`config.mk`:
```
export PLATFORM = sky130hd
export DESIGN_NAME = loop_counter
export DESIGN_NICKNAME = d
export VERILOG_FILES = /design/src/rtl/loop_counter.sv
export SDC_FILE = /design/constraint.sdc
export NUM_CORES = 1
export LEC_CHECK = 0
export CORE_ASPECT_RATIO = 1.4
export CORE_MARGIN = 4
export CORE_UTILIZATION = 40
export DETAILED_ROUTE_END_ITERATION = 12
export PLACE_DENSITY = 0.7
export SLEW_MARGIN = 20
export SYNTH_ARGS = -nofsm -noshare
export SYNTH_HDL_FRONTEND = slang
export SYNTH_SLANG_ARGS = --single-unit
```
`constraint.sdc`:
```
create_clock -name clk -period 2.99 [get_ports clk]
set_clock_uncertainty 0.15 [all_clocks]
set_input_delay 0.598 -clock clk [delete_from_list [all_inputs] [get_ports clk]]
set_output_delay 0.598 -clock clk [all_outputs]
set_load 0.01 [all_outputs]
```
`src/rtl/loop_counter.sv`:
```
// ---------------------------------------------------------------------------
// loop_counter
//   Loop-index counter that sequences MLP neuron and weight addresses. Each
//   pass runs from a base value to a limit value, counting up or down, and is
//   controlled by a start/busy/done handshake. Enable stalls the count for one
//   cycle when low. The counter sits beside the layer controller FSM, and Q
//   drives the upper bits of the memory address.
//
// Parameters
//   N        counter, base and limit width in bits (default 8)
//
// Ports
//   clk      in   single clock; all state updates on its rising edge
//   rst      in   asynchronous reset, active low
//   clear    in   synchronous abort: back to IDLE, Q=0, busy/done low
//   load_en  in   capture PL into the base register (in IDLE also into Q)
//   PL       in   base (start) value
//   limit    in   end value, captured when a start is accepted
//   mode     in   1 = count up base->limit, 0 = count down limit->base
//   start    in   begin a pass; accepted only in IDLE
//   enable   in   advance Q by one step this cycle (RUN only)
//   Q        out  current index, registered
//   busy     out  high while in RUN, registered
//   tc       out  combinational: in RUN and Q is at the terminal value
//   done     out  registered one-cycle pulse when a pass completes
//   c_out    out  combinational all-ones indicator of Q
//
// Configuration
//   LOOP_CNT_AUTORELOAD_EN  when defined, reaching the terminal value reloads
//                           Q and the counter stays in RUN. Each completed
//                           pass still pulses done. Only clear or reset
//                           leaves RUN. When undefined, a single pass ends
//                           in DONE.
// ---------------------------------------------------------------------------
module loop_counter #(
  parameter int N = 8
) (
  input  logic         clk,
  input  logic         rst,
  input  logic         clear,
  input  logic         load_en,
  input  logic [N-1:0] PL,
  input  logic [N-1:0] limit,
  input  logic         mode,
  input  logic         start,
  input  logic         enable,
  output logic [N-1:0] Q,
  output logic         busy,
  output logic         tc,
  output logic         done,
  output logic         c_out
);

  typedef enum logic [1:0] {
    IDLE = 2'd0,
    RUN  = 2'd1,
    DONE = 2'd2
  } state_t;

  state_t       state_q, state_d;
  logic [N-1:0] q_q, q_d;
  logic [N-1:0] base_q, base_d;
  logic [N-1:0] lim_q, lim_d;
  logic         mode_q, mode_d;
  logic         busy_q, busy_d;
  logic         done_q, done_d;

  logic [N-1:0] terminal;
  logic [N-1:0] start_base;
  logic         at_terminal;
  logic         wrap_pulse;

  // An up pass ends at the captured limit. A down pass ends at the base.
  assign terminal    = mode_q ? lim_q : base_q;
  assign at_terminal = (state_q == RUN) && (q_q == terminal);

  // When load_en and start arrive together, the new PL value must seed the
  // pass. The incoming value therefore bypasses the base register here.
  assign start_base = load_en ? PL : base_q;

  // Next-state logic. clear overrides everything except the async reset.
  // load_en only writes the base register, plus Q while IDLE. It does not
  // block start or enable from acting in the same cycle.
  always_comb begin
    state_d    = state_q;
    q_d        = q_q;
    base_d     = base_q;
    lim_d      = lim_q;
    mode_d     = mode_q;
    wrap_pulse = 1'b0;

    if (clear) begin
      state_d = IDLE;
      q_d     = '0;
    end else begin
      if (load_en) begin
        base_d = PL;
        if (state_q == IDLE) begin
          q_d = PL;
        end
      end

      case (state_q)
        IDLE: begin
          if (start) begin
            lim_d  = limit;
            mode_d = mode;
            // An inverted range has zero iterations. It goes straight
            // to DONE with Q parked on the base.
            if (start_base > limit) begin
              state_d = DONE;
              q_d     = start_base;
            end else begin
              state_d = RUN;
              q_d     = mode ? start_base : limit;
            end
          end
        end

        RUN: begin
          if (enable) begin
            if (at_terminal) begin
`ifdef LOOP_CNT_AUTORELOAD_EN
              q_d        = mode_q ? base_q : lim_q;
              wrap_pulse = 1'b1;
`else
              state_d = DONE;
`endif
            end else begin
              q_d = mode_q ? (q_q + N'(1)) : (q_q - N'(1));
            end
          end
        end

        DONE: begin
          state_d = IDLE;
        end

        default: begin
          state_d = IDLE;
        end
      endcase
    end
  end

  // busy and done are registered. They are derived from the state being
  // entered, so each one lines up with the cycle it describes.
  always_comb begin
    busy_d = (state_d == RUN);
    done_d = (state_d == DONE) || wrap_pulse;
  end

  always_ff @(posedge clk or negedge rst) begin
    if (!rst) begin
      state_q <= IDLE;
      q_q     <= '0;
      base_q  <= '0;
      lim_q   <= '0;
      mode_q  <= 1'b1;
      busy_q  <= 1'b0;
      done_q  <= 1'b0;
    end else begin
      state_q <= state_d;
      q_q     <= q_d;
      base_q  <= base_d;
      lim_q   <= lim_d;
      mode_q  <= mode_d;
      busy_q  <= busy_d;
      done_q  <= done_d;
    end
  end

  assign Q     = q_q;
  assign busy  = busy_q;
  assign done  = done_q;
  assign tc    = at_terminal;
  assign c_out = &q_q;

endmodule

```
# After elaboration in Yosys (flattened, before gate mapping)
# Index checks and enable logic that the tools add are counted.
[totals]
register_bits = 29
wordCells = 37
[op_classes]
add_sub_neg = 2
n_lt_le_gt_ge = 1
eq_ne = 4
mux = 18
bitwise = 1
n_reduce_logical = 4
[op_table]
columns = ["cell", "count"]
rows = [
  ["$mux 8", 11],
  ["$pmux 8 s2", 1],
  ["$mux 2", 5],
  ["$add 8x1->8 const B", 1],
  ["$eq 8x8->1", 1],
  ["$gt 8x8->1", 1],
  ["$reduce_and 8->1", 1],
  ["$sub 8x1->8 const B", 1],
  ["$eq 2x1->1 const B", 2],
  ["$pmux 2 s2", 1],
  ["$reduce_and 3->1", 1],
  ["$eq 2x2->1 const B", 1],
  ["$logic_not 2->1", 1],
  ["$logic_and 1x1->1", 1],
  ["$not 1->1", 1],
]

# Longest topological paths before layout
[depth]
ltp_word = 8
depth_mapped = 11
depth_no_buf = 10

# Worst setup path before layout
# No wires, ideal clock.
[synth_path]
path_type = "input to register"
startpoint = "input port load_en"
endpoint = "register q_q[2] (netlist: Q[2])"
arrival_ns = 2.907
required_ns = 2.717
path_slack_ns = -0.190
stages = 9
path_cell_list = "buf_1 > mux2_2 > ha_1 > o21ai_0 > o21ba_2 > and4b_1 > nor2_2 > mux2_2 > o221a_1"
[synth_via]
elab_chain_cells = 6
[synth_rtl]
columns = ["item", "line", "text"]
rows = [
  ["start, declared", "41", "input logic load_en,"],
  ["$mux 8", "n/a", ""],
  ["via start_base[6]", "69", "logic [N-1:0] start_base;"],
  ["$gt 8x8->1", "110", "if (start_base > limit) begin"],
  ["$mux 8", "110", ""],
  ["$mux 8", "105", "if (start) begin"],
  ["$pmux 8 s2", "103", "case (state_q)"],
  ["$mux 8", "92", "if (clear) begin"],
  ["via q_d[2]", "61", "logic [N-1:0] q_q, q_d;"],
  ["end signal, assigned", "164", "q_q <= q_d;"],
  ["end, declared", "61", ""],
]
# The timed path passes the listed nets, and every way through them passes these cells.
# A chain may end at the register's enable or synchronous reset.

# Worst setup path after layout
[layout_path]
startpoint = "input port PL[5]"
endpoint = "register q_q[2] (netlist: Q[2])"
[layout_via]
elab_chain_cells = 6
[layout_rtl]
columns = ["item", "line", "text"]
rows = [
  ["start, declared", "42", "input logic [N-1:0] PL,"],
  ["$mux 8", "n/a", ""],
  ["via start_base[5]", "69", ""],
  ["$gt 8x8->1", "110", ""],
  ["$mux 8", "110", ""],
  ["$mux 8", "105", ""],
  ["$pmux 8 s2", "103", ""],
  ["$mux 8", "92", ""],
  ["via q_d[2]", "61", ""],
]
# The timed path passes the listed nets, and every way through them passes these cells.

==> results.json <==
{
  "status": "complete, no violations",
  "layout_common_cells": "buf_4, clkdlybuf4s50_1, dfrtp_1, nor2_1, inv_1",
  "fin_area_um2": 3370,
  "remaining_drc_errors": 0,
  "fmax_mhz": 344,
  "fill_cells": 464,
  "grt_pass1_wl_um": 11300,
  "syn2layout_area_growth_pct": 48.0,
  "ys_seq_area_frac": 0.320,
  "hold_start": "lim_q[5]",
  "cts_htree_levels": 2,
  "vias_per_cell": 5.71,
  "synth_warnings": 0,
  "period_needed_ps": 2910,
  "initial_core_util": 0.411,
  "firstDrtPassIters": 4,
  "nets": 368,
  "drt-total-wl_um": 7140,
  "drv_slew": 0,
  "hpwl_um": 5190,
  "setup_viol": 0,
  "rows": 32,
  "n_antenna_cell": 0,
  "synth_ff_type": "dfrtp_1",
  "rr_startpoint": "mode_q",
  "worstPathCellList": "clkdlybuf4s50_1 > mux2_4 > ha_4 > nand4_1 > buf_4 > nand2_1 > o22ai_4 > nor2_4 > mux2_2 > o221a_1",
  "root_buffer": "clkbuf_8",
  "synth.net_count": 278,
  "cts_sinks": 29,
  "ys_types": 50,
  "grt_overflow": 0,
  "power.density_nw_per_um2": 597,
  "cp-startpoint": "PL[5]",
  "critPathMaxFanout": 5,
  "final_cells": 399,
  "crit_required_ps": 3010,
  "crit_path_top_delay_cell": "clkdlybuf4s50_1",
  "vias": 2277,
  "ant_nets": 0,
  "dieArea_um2": 6970,
  "die_w_um": 71.7,
  "drv_cap": 0,
  "clkLatencyLatePin_ps": 290,
  "setup_ws_ps": 80.7,
  "core_um2": 5530,
  "fp.dieH_um": 97.2,
  "gp_congestion": 0.988,
  "dp_slack_ps": -591,
  "slew_headroom": 0.642,
  "synth_edf_count": 0,
  "clockBufferDepth": 2,
  "post_dp_cell_area_um2": 2950,
  "drive_gt1_frac": 0.335,
  "finalSetupTns_ps": 0,
  "final_common_cell": "buf_4",
  "wl_per_cell_um": 17.9,
  "worst_pin_slew_ps": 535,
  "syn_area_per_cell_um2": 9.47,
  "dpl.cell_count": 370,
  "hold_violations": 0,
  "synthTopCellsByArea": "dfrtp_1, mux2_2, ha_1, mux2i_1, xnor2_1",
  "cts_tree": "yes",
  "antenna_found_initial": 0,
  "crit_arrival_ps": 2930,
  "fin_crit_sh": 0.973,
  "hp-class": "reg2reg",
  "path_clk_slew_ps": 60,
  "async_flop_share": 1.00,
  "netlist_instances": 240,
  "worst_hold_slack_ps": 366,
  "grt_pass1_vias": 2350,
  "drtIter0Drc": 145,
  "synth_top_cell_by_area": "dfrtp_1",
  "synth_area_um2": 2270,
  "yosysTopAreaCellShare": 0.308,
  "io_buffers": 34,
  "endpoint_kind": "register",
  "cpPeakStageDelay_ps": 450,
  "vdd_drop_max_uv": 310,
  "grt_max_degree": 30,
  "leakage_nw": 1.45,
  "grt_usage": 0.208,
  "hold_buffers": 0,
  "io-pin-count": 35,
  "start_kind": "input port",
  "cts_made_buffers": 5,
  "critPathKind": "in2reg",
  "synth_seq_cells": 29
}
## cells in the mapped netlist, types with 2 or more instances
master and n:
dfrtp_1 28, mux2_2 23, nor2_1 20, inv_1 18, mux2i_1 15, ha_1 14
o21ai_0 12, xnor2_1 11, a21oi_1 10, nand2_1 10, a211oi_1 7, nor3_1 7
nand4_1 5, a221oi_1 4, nor2b_1 4, buf_1 3, clkbuf_1 3, nand3_1 3
nor4_1 3, o21a_1 3, a311oi_1 2, buf_6 2, nand3b_1 2, o211ai_1 2
o21bai_1 2, o31ai_1 2, xor2_1 2
## power breakdown
part	internal (mW)	switching (mW)	total, mW
combinational	0.595	0.512	1.11
clock	0.187	0.154	0.341
sequential	0.476	0.0852	0.561
total	1.26	0.750	2.01
## cells by family after synthesis
logic type / after synthesis / share of synthesized area
simple gates: 63 / 0.143
buf+inv: 26 / 0.0495
fa+ha+maj: 15 / 0.0859
flops: 29 / 0.320
compound gates: 56 / 0.172
mux: 38 / 0.180
xor+xnor: 13 / 0.0501
## critical path: cells and delay by family
family	cells	cell delay (ps)
simple gates	3	450
buf+inv	2	610
mux	2	670
fa+ha+maj	1	280
compound gates	2	320
## metal layers
layer / track usage / wire [um] / vias to the layer above
met3: 0.0217 / 286 / 25
li1: - / - / 1072
met1: 0.238 / 2720 / 1103
met4: 0.133 / 330 / 0
met2: 0.359 / 3800 / 77
met5: 0 / 0 / -
## registers in the layout (all words and copies together) (netlist names)
register / flops
base_q: 8
mode_q: 1
lim_q: 8
Q: 8
busy: 1
done: 1
state_q: 2
## metrics by stage
step / total power, mW / util
final: 2.01 / 0.609
after global routing: 2.13 / 0.609
after CTS: 1.92 / 0.593
after detailed placement: 1.49 / 0.534
after global placement: 1.46 / 0.534
after floorplan: 1.13 / -
## final cells by class
cell class	count	area, um^2	area share
clock buffers	8	90.1	0.0268
multi-input cells	185	1610	0.477
inverters	18	71.3	0.0212
repair buffers	91	786	0.233
flip-flops and latches	29	727	0.216
well taps	68	85.1	0.0253
## timing repair
action / in CTS / in global routing
setup buffers: 15 / 6
setup endpoints to repair: 13 / 5
cloned: 0 / 0
gates resized for setup: 26 / 9
pin swaps: 10 / 6
## path summary, 6_finish.rpt
path,to,slack (ps),cells past startpoint
setup / recovery,Q[2],80,10
hold / removal,lim_q[5],370,1
setup reg to reg,Q[7],90,11
hold reg to reg,lim_q[5],370,1
max in group asynchronous,mode_q,1810,2
min in group asynchronous,busy,550,2
Power figures use the tool's default switching activity.
